`config.mk`:
```
export PLATFORM = sky130hd
export DESIGN_NAME = ddr_cmd_responder
export DESIGN_NICKNAME = d
export VERILOG_FILES = /design/src/rtl/ddr_cmd_responder.sv
export SDC_FILE = /design/constraint.sdc
export NUM_CORES = 1
export LEC_CHECK = 0
export ABC_CLOCK_PERIOD_IN_PS = 2700
export CAP_MARGIN = 30
export CORE_UTILIZATION = 50
export CTS_CLUSTER_DIAMETER = 200
export DETAILED_ROUTE_END_ITERATION = 8
export GPL_TIMING_DRIVEN = 1
export PLACE_DENSITY = 0.81
export SLEW_MARGIN = 40
export SYNTH_ARGS = -nofsm -noshare
export SYNTH_HDL_FRONTEND = slang
export SYNTH_SLANG_ARGS = --single-unit
export TNS_END_PERCENT = 5
```
`constraint.sdc`:
```
create_clock -name clk133 -period 2.7 [get_ports clk133]
set_input_delay 0.54 -clock clk133 [delete_from_list [all_inputs] [get_ports clk133]]
set_output_delay 0.54 -clock clk133 [all_outputs]
set_load 0.005 [all_outputs]
```
`src/rtl/ddr_cmd_responder.sv`:
```
// ddr_cmd_responder
//   Memory-side model/monitor of a DDR SDRAM command bus. Samples the command
//   pins on the rising edge of clk133 and decodes each command. It walks the
//   JEDEC power-up sequence, holds the mode and extended mode registers and
//   tracks which banks are open. It also checks command spacing (tRP/tMRD/tRFC)
//   and legality, and reports the highest-priority violation.
//
// Ports
//   clk133      in   command sample clock (rising edge)
//   rst         in   asynchronous active-high reset
//   sd_CKE      in   clock enable; 0 = command ignored (busy still counts down)
//   sd_CS       in   chip select, active low; 1 = NOP
//   sd_RAS/CAS/WE in command bits {RAS,CAS,WE}
//   sd_A        in   [12:0] address / mode value (A10 = all-banks for PRE)
//   sd_BA       in   [1:0] bank address
//   initDone    out  power-up sequence complete
//   modeReg     out  [12:0] last accepted LMR value with BA=00
//   extModeReg  out  [12:0] last accepted LMR value with BA=01
//   bankOpen    out  [3:0] one bit per bank, 1 = row active
//   violation   out  one-cycle pulse on an illegal command
//   violCode    out  [2:0] 0 none, 1 SEQ, 2 TIMING, 3 BANK, 4 MODE (held)
//   errorCount  out  [7:0] violations seen, saturating at 255
//   refreshCnt  out  [15:0] accepted AUTO REFRESH commands, wraps
//   dbgState    out  [3:0] init FSM state: 0 WAIT_CKE, 1 PRE1, 2 EMR, 3 MR1,
//                    4 PRE2, 5 REF1, 6 REF2, 7 MR2, 8 READY
//
// There is no flow control: every sampled cycle is a command, and every
// registered output reflects the commands sampled up to the previous edge.
module ddr_cmd_responder #(
   parameter int T_RP  = 3,
   parameter int T_MRD = 2,
   parameter int T_RFC = 11
) (
   input  logic        clk133,
   input  logic        rst,
   input  logic        sd_CKE,
   input  logic        sd_CS,
   input  logic        sd_RAS,
   input  logic        sd_CAS,
   input  logic        sd_WE,
   input  logic [12:0] sd_A,
   input  logic [1:0]  sd_BA,
   output logic        initDone,
   output logic [12:0] modeReg,
   output logic [12:0] extModeReg,
   output logic [3:0]  bankOpen,
   output logic        violation,
   output logic [2:0]  violCode,
   output logic [7:0]  errorCount,
   output logic [15:0] refreshCnt,
   output logic [3:0]  dbgState
);

   typedef enum logic [3:0] {
      S_WAIT_CKE = 4'd0, S_PRE1 = 4'd1, S_EMR = 4'd2, S_MR1 = 4'd3,
      S_PRE2 = 4'd4, S_REF1 = 4'd5, S_REF2 = 4'd6, S_MR2 = 4'd7,
      S_READY = 4'd8
   } state_t;

   localparam logic [2:0] C_LMR = 3'b000, C_AREF = 3'b001, C_PRE = 3'b010,
                          C_ACT = 3'b011, C_WR = 3'b100, C_RD = 3'b101,
                          C_BST = 3'b110, C_NOP = 3'b111;

   localparam logic [2:0] V_NONE = 3'd0, V_SEQ = 3'd1, V_TIM = 3'd2,
                          V_BANK = 3'd3, V_MODE = 3'd4;

   state_t      state_q, state_d;
   logic [7:0]  busy_q, busy_d;
   logic [12:0] mode_q, mode_d, ext_q, ext_d;
   logic [3:0]  bank_q, bank_d;
   logic        viol_q, viol_d;
   logic [2:0]  code_q, code_d;
   logic [7:0]  err_q, err_d;
   logic [15:0] ref_q, ref_d;

   logic [2:0]  cmd;
   logic        cmd_nop;
   logic        seq_ok;
   logic        bank_err;
   logic        mode_err;
   logic [2:0]  code_sel;

   // CS high forces NOP; BST has no meaning to this model and is a NOP too.
   assign cmd     = sd_CS ? C_NOP : {sd_RAS, sd_CAS, sd_WE};
   assign cmd_nop = (cmd == C_NOP) || (cmd == C_BST);

   // ---------------- state register ----------------
   always_ff @(posedge clk133 or posedge rst) begin
      if (rst) begin
         state_q <= S_WAIT_CKE;
         busy_q  <= '0;
         mode_q  <= '0;
         ext_q   <= '0;
         bank_q  <= '0;
         viol_q  <= 1'b0;
         code_q  <= V_NONE;
         err_q   <= '0;
         ref_q   <= '0;
      end else begin
         state_q <= state_d;
         busy_q  <= busy_d;
         mode_q  <= mode_d;
         ext_q   <= ext_d;
         bank_q  <= bank_d;
         viol_q  <= viol_d;
         code_q  <= code_d;
         err_q   <= err_d;
         ref_q   <= ref_d;
      end
   end

   // ---------------- next-state logic ----------------
   always_comb begin
      state_d  = state_q;
      busy_d   = (busy_q != 8'd0) ? busy_q - 8'd1 : 8'd0;
      mode_d   = mode_q;
      ext_d    = ext_q;
      bank_d   = bank_q;
      viol_d   = 1'b0;
      code_d   = code_q;
      err_d    = err_q;
      ref_d    = ref_q;
      seq_ok   = 1'b0;
      bank_err = 1'b0;
      mode_err = 1'b0;
      code_sel = V_NONE;

      if (state_q == S_WAIT_CKE) begin
         // The command sampled with the first CKE=1 only starts the sequence.
         if (sd_CKE) state_d = S_PRE1;
      end else if (sd_CKE && !cmd_nop) begin
         case (state_q)
            S_PRE1, S_PRE2: seq_ok = (cmd == C_PRE) && sd_A[10];
            S_EMR:          seq_ok = (cmd == C_LMR) && (sd_BA == 2'b01);
            S_MR1, S_MR2:   seq_ok = (cmd == C_LMR) && (sd_BA == 2'b00);
            S_REF1, S_REF2: seq_ok = (cmd == C_AREF);
            default:        seq_ok = 1'b1;
         endcase

         if (state_q == S_READY) begin
            case (cmd)
               C_ACT:         bank_err = bank_q[sd_BA];
               C_RD, C_WR:    bank_err = !bank_q[sd_BA];
               C_AREF, C_LMR: bank_err = (bank_q != 4'd0);
               default:       bank_err = 1'b0;
            endcase
         end

         mode_err = (cmd == C_LMR) && (sd_BA == 2'b00) &&
                    !((sd_A[2:0] inside {3'b001, 3'b010, 3'b011}) &&
                      (sd_A[6:4] inside {3'b010, 3'b011, 3'b110}));

         if (!seq_ok)              code_sel = V_SEQ;
         else if (busy_q != 8'd0)  code_sel = V_TIM;
         else if (bank_err)        code_sel = V_BANK;
         else if (mode_err)        code_sel = V_MODE;

         if (code_sel != V_NONE) begin
            // A rejected command leaves everything alone except the error report.
            viol_d = 1'b1;
            code_d = code_sel;
            err_d  = (err_q == 8'hFF) ? 8'hFF : err_q + 8'd1;
         end else begin
            case (cmd)
               C_PRE: begin
                  busy_d = 8'(T_RP - 1);
                  if (sd_A[10]) bank_d = 4'd0;
                  else          bank_d[sd_BA] = 1'b0;
               end
               C_LMR: begin
                  busy_d = 8'(T_MRD - 1);
                  if (sd_BA == 2'b00)      mode_d = sd_A;
                  else if (sd_BA == 2'b01) ext_d  = sd_A;
               end
               C_AREF: begin
                  busy_d = 8'(T_RFC - 1);
                  ref_d  = ref_q + 16'd1;
               end
               C_ACT:   bank_d[sd_BA] = 1'b1;
               default: ;
            endcase

            case (state_q)
               S_PRE1:  state_d = S_EMR;
               S_EMR:   state_d = S_MR1;
               S_MR1:   state_d = S_PRE2;
               S_PRE2:  state_d = S_REF1;
               S_REF1:  state_d = S_REF2;
               S_REF2:  state_d = S_MR2;
               S_MR2:   state_d = S_READY;
               default: state_d = state_q;
            endcase
         end
      end
   end

   // ---------------- outputs ----------------
   always_comb begin
      initDone   = (state_q == S_READY);
      modeReg    = mode_q;
      extModeReg = ext_q;
      bankOpen   = bank_q;
      violation  = viol_q;
      violCode   = code_q;
      errorCount = err_q;
      refreshCnt = ref_q;
      dbgState   = state_q;
   end

endmodule
```
==> metrics.md <==
| Metric | Value |
|---|---|
| Status | `complete, but fails checks` |
| Failing checks | `DRC` |
| Die height | `85.7 um` |
| RSZ-0062 raised after global routing | `false` |
| Final ANT Viol Nets | `0` |
| Gr usage total | `0.248` |
| DR vias | `2,887` |
| Reg2Reg Depth | `7` |
| Max frequency | `0.388 GHz` |
| Area share of the largest cell type after synthesis | `0.500` |
| Max Cap Viol | `0` |
| Synth cell types | `56` |
| Net count reported at finish | `451` |
| Core box area | `6790 um^2` |
| # rows | `30` |
| Worst hold path type | `flop to flop` |
| VDD IR max | `373 uV` |
| Slew Viols, Final | `0` |
| Mapped Area | `3500 um^2` |
| Layout area overhead | `39.4%` |
| Synth area leaders | `dfrtp_1 (50%), mux2_2 (6.4%), mux2_1 (3.5%), xor2_1 (3.5%), nand3_1 (2.4%)` |
| # port buffers | `84` |
| Grt ovf | `0` |
| Most frequent cell after synthesis | `dfrtp_1` |
| Synthesized Nets | `335` |
| Number of H-tree levels | `3` |
| Final WL | `8610 um` |
| Final hold violations | `0` |
| DRC | `2` |
| PD cells | `530 nW/um^2` |
| Critical path arrival | `2820 ps` |
| Vias in the first global route | `2,884` |
| Via density per instance | `5.48` |
| DRT Pass-1 Iters | `6` |
| CP endpoint kind | `flop` |
| Layout cell share with drive strength beyond 1 | `0.205` |
| Largest net degree at the start of global routing | `71` |
| Crit share post-route | `0.956` |
| Syn. warnings | `0` |
| Routed wire per std cell | `16.3 um` |
| DRT iter0 DRCs | `211` |
| Fill cells | `501` |
| Top Ports | `85` |
| Worst path required time | `2940 ps` |
| Mean area per synthesized cell | `11.3 um^2` |
| CTS Buffer Depth | `2` |
| Critical path type | `input port to flop` |
| P_leak | `2.22 nW` |
| Post-synth ARST share | `1.00` |
| Worst slew pin tran | `499 ps` |
| Clock latency on the worst-skew pair | `350 ps` |
| Clk pin slew, worst setup/hold paths | `70 ps` |
| Final Worst Setup Slack | `120 ps` |
| Worst clock skew | `7.24 ps` |
| Sequential fraction of the synthesis area | `0.500` |
| CTS tree | `done` |
| R2r setup slk | `160 ps` |
| Dominant synthesized flop cell | `dfrtp_1` |
| Chip Width | `85.7 um` |
| Global-route wire length before repair | `14,100 um` |
| Slew headroom | `0.668` |
| Routability cong. | `0.892` |
| Setup slack at placement | `-501 ps` |
| Flops & latches, synth | `70` |
| Initial antenna violation count | `1` |
| Die area | `7350 um^2` |
| Post-Syn Instances | `310` |
| Yosys top cell by area | `dfrtp_1` |
| Starting Density | `0.516` |
| TritonCTS Buffers | `9` |
| Worst hold margin | `472 ps` |
| Clock sinks | `70` |
| Final setup vio count | `0` |
| Crit path launch type | `input port` |
| Dpl hpwl | `6230 um` |
| Number of synthesized flops with an enable pin | `0` |
| Worst-path fanout max | `13` |
| Root Buffer | `clkbuf_8` |
| Synth cell count leaders | `dfrtp_1 (70), nand2_1 (21), mux2_2 (20)` |
| Final min period | `2580 ps` |
| Hold Path Stages | `1` |
## where the power goes
part           total, mW  internal [mW]  leakage (nW)  switching, mW
clock              0.834          0.444        0.0952          0.391
sequential          1.26           1.15         0.932          0.111
combinational      0.496          0.265          1.19          0.231
total               2.59           1.86          2.22          0.732
## cell usage in the layout, fill, tap and decap left out, types with 4 or more instances in the layout
master and instances:
a21oi_1 9, and3_1 4, buf_4 31, clkbuf_8 10, clkdlybuf4s50_1 78, dfrtp_1 70
dlymetal6s2s_1 4, inv_1 12, mux2_1 11, mux2_2 20, nand2_1 21, nand3_1 17
nand4_1 9, nor2_1 14, nor2b_1 4, nor3_1 6, nor4_1 11, nor4b_1 4
o211ai_1 4, o21ai_0 7, or3_1 4, xnor2_1 7, xor2_1 14
## registers in the layout, indices dropped and copies added, names as in the netlist, 3 cells and up
signal / cells
extModeReg: 13
dbgState: 4
bankOpen: 4
modeReg: 13
refreshCnt: 16
busy_q: 8
violCode: 3
errorCount: 8
## cell families (layout without fill, tap and decap cells)
group           count (synthesis)  after routing  share of synthesized area
compound gates                 45             45                      0.101
xor+xnor                       21             21                     0.0525
fa+ha+maj                       3              3                     0.0107
buf+inv                        26            146                     0.0432
flops                          70             70                      0.500
mux                            32             32                      0.106
other cells                     0              1                          0
simple gates                  113            113                      0.186
## path summary, 6_finish.rpt
path,from,end
worst min-delay path,modeReg[5]$_DFFE_PP0P_,modeReg[5]$_DFFE_PP0P_
worst min register to register,modeReg[5]$_DFFE_PP0P_,modeReg[5]$_DFFE_PP0P_
min in group asynchronous,rst,modeReg[2]$_DFFE_PP0P_
worst max-delay path,sd_BA[0],extModeReg[7]$_DFFE_PP0P_
worst max register to register,bankOpen[2]$_DFFE_PP0P_,extModeReg[7]$_DFFE_PP0P_
max in group asynchronous,rst,refreshCnt[4]$_DFFE_PP0P_
## per-stage QoR
stage | TNS, ps | instance area, um^2 | util | cells | total power [mW]
after CTS | -1130 | 4820 | 0.709 | 524 | 2.60
after floorplan | 0 | 3500 | - | 310 | 1.54
final | 0 | 4880 | 0.719 | 527 | 2.59
after global placement | -20620 | 4630 | 0.681 | 509 | 1.73
after detailed placement | -23090 | 4630 | 0.681 | 509 | 1.77
after global routing | 0 | 4880 | 0.719 | 527 | 2.72
## critical path: stages
cell and delay [ps]:
dlygate4sd2_1 230, mux4_2 510, a221o_1 310, a211o_1 380
o211ai_4 170, or2_4 200, buf_12 130, mux2_2 340
## final cells by class
type | count | area, um^2 | area share
antenna | 1 | 2.50 | 0.000512
clock buffer | 11 | 141 | 0.0290
clock inverter | 4 | 47.5 | 0.00974
inverter | 13 | 48.8 | 0.00999
multi-input combinational | 214 | 1640 | 0.335
sequential | 70 | 1750 | 0.359
tap | 96 | 120 | 0.0246
timing repair buffer | 118 | 1140 | 0.233
## layer usage
layer  share of wire  up-vias  track usage
li1                -     1378            -
met1            0.42     1423        0.315
met2            0.52       68        0.411
met3           0.035       18       0.0472
met4           0.025        0        0.118
met5               0        -            0
## timing repair
item | in CTS | in global routing
gates resized for setup | 3 | 12
hold buffers | 0 | 0
setup endpoints to repair | 34 | 41
pin swaps | 1 | 3
setup buffers | 0 | 2
(Power assumes the default switching activity.)
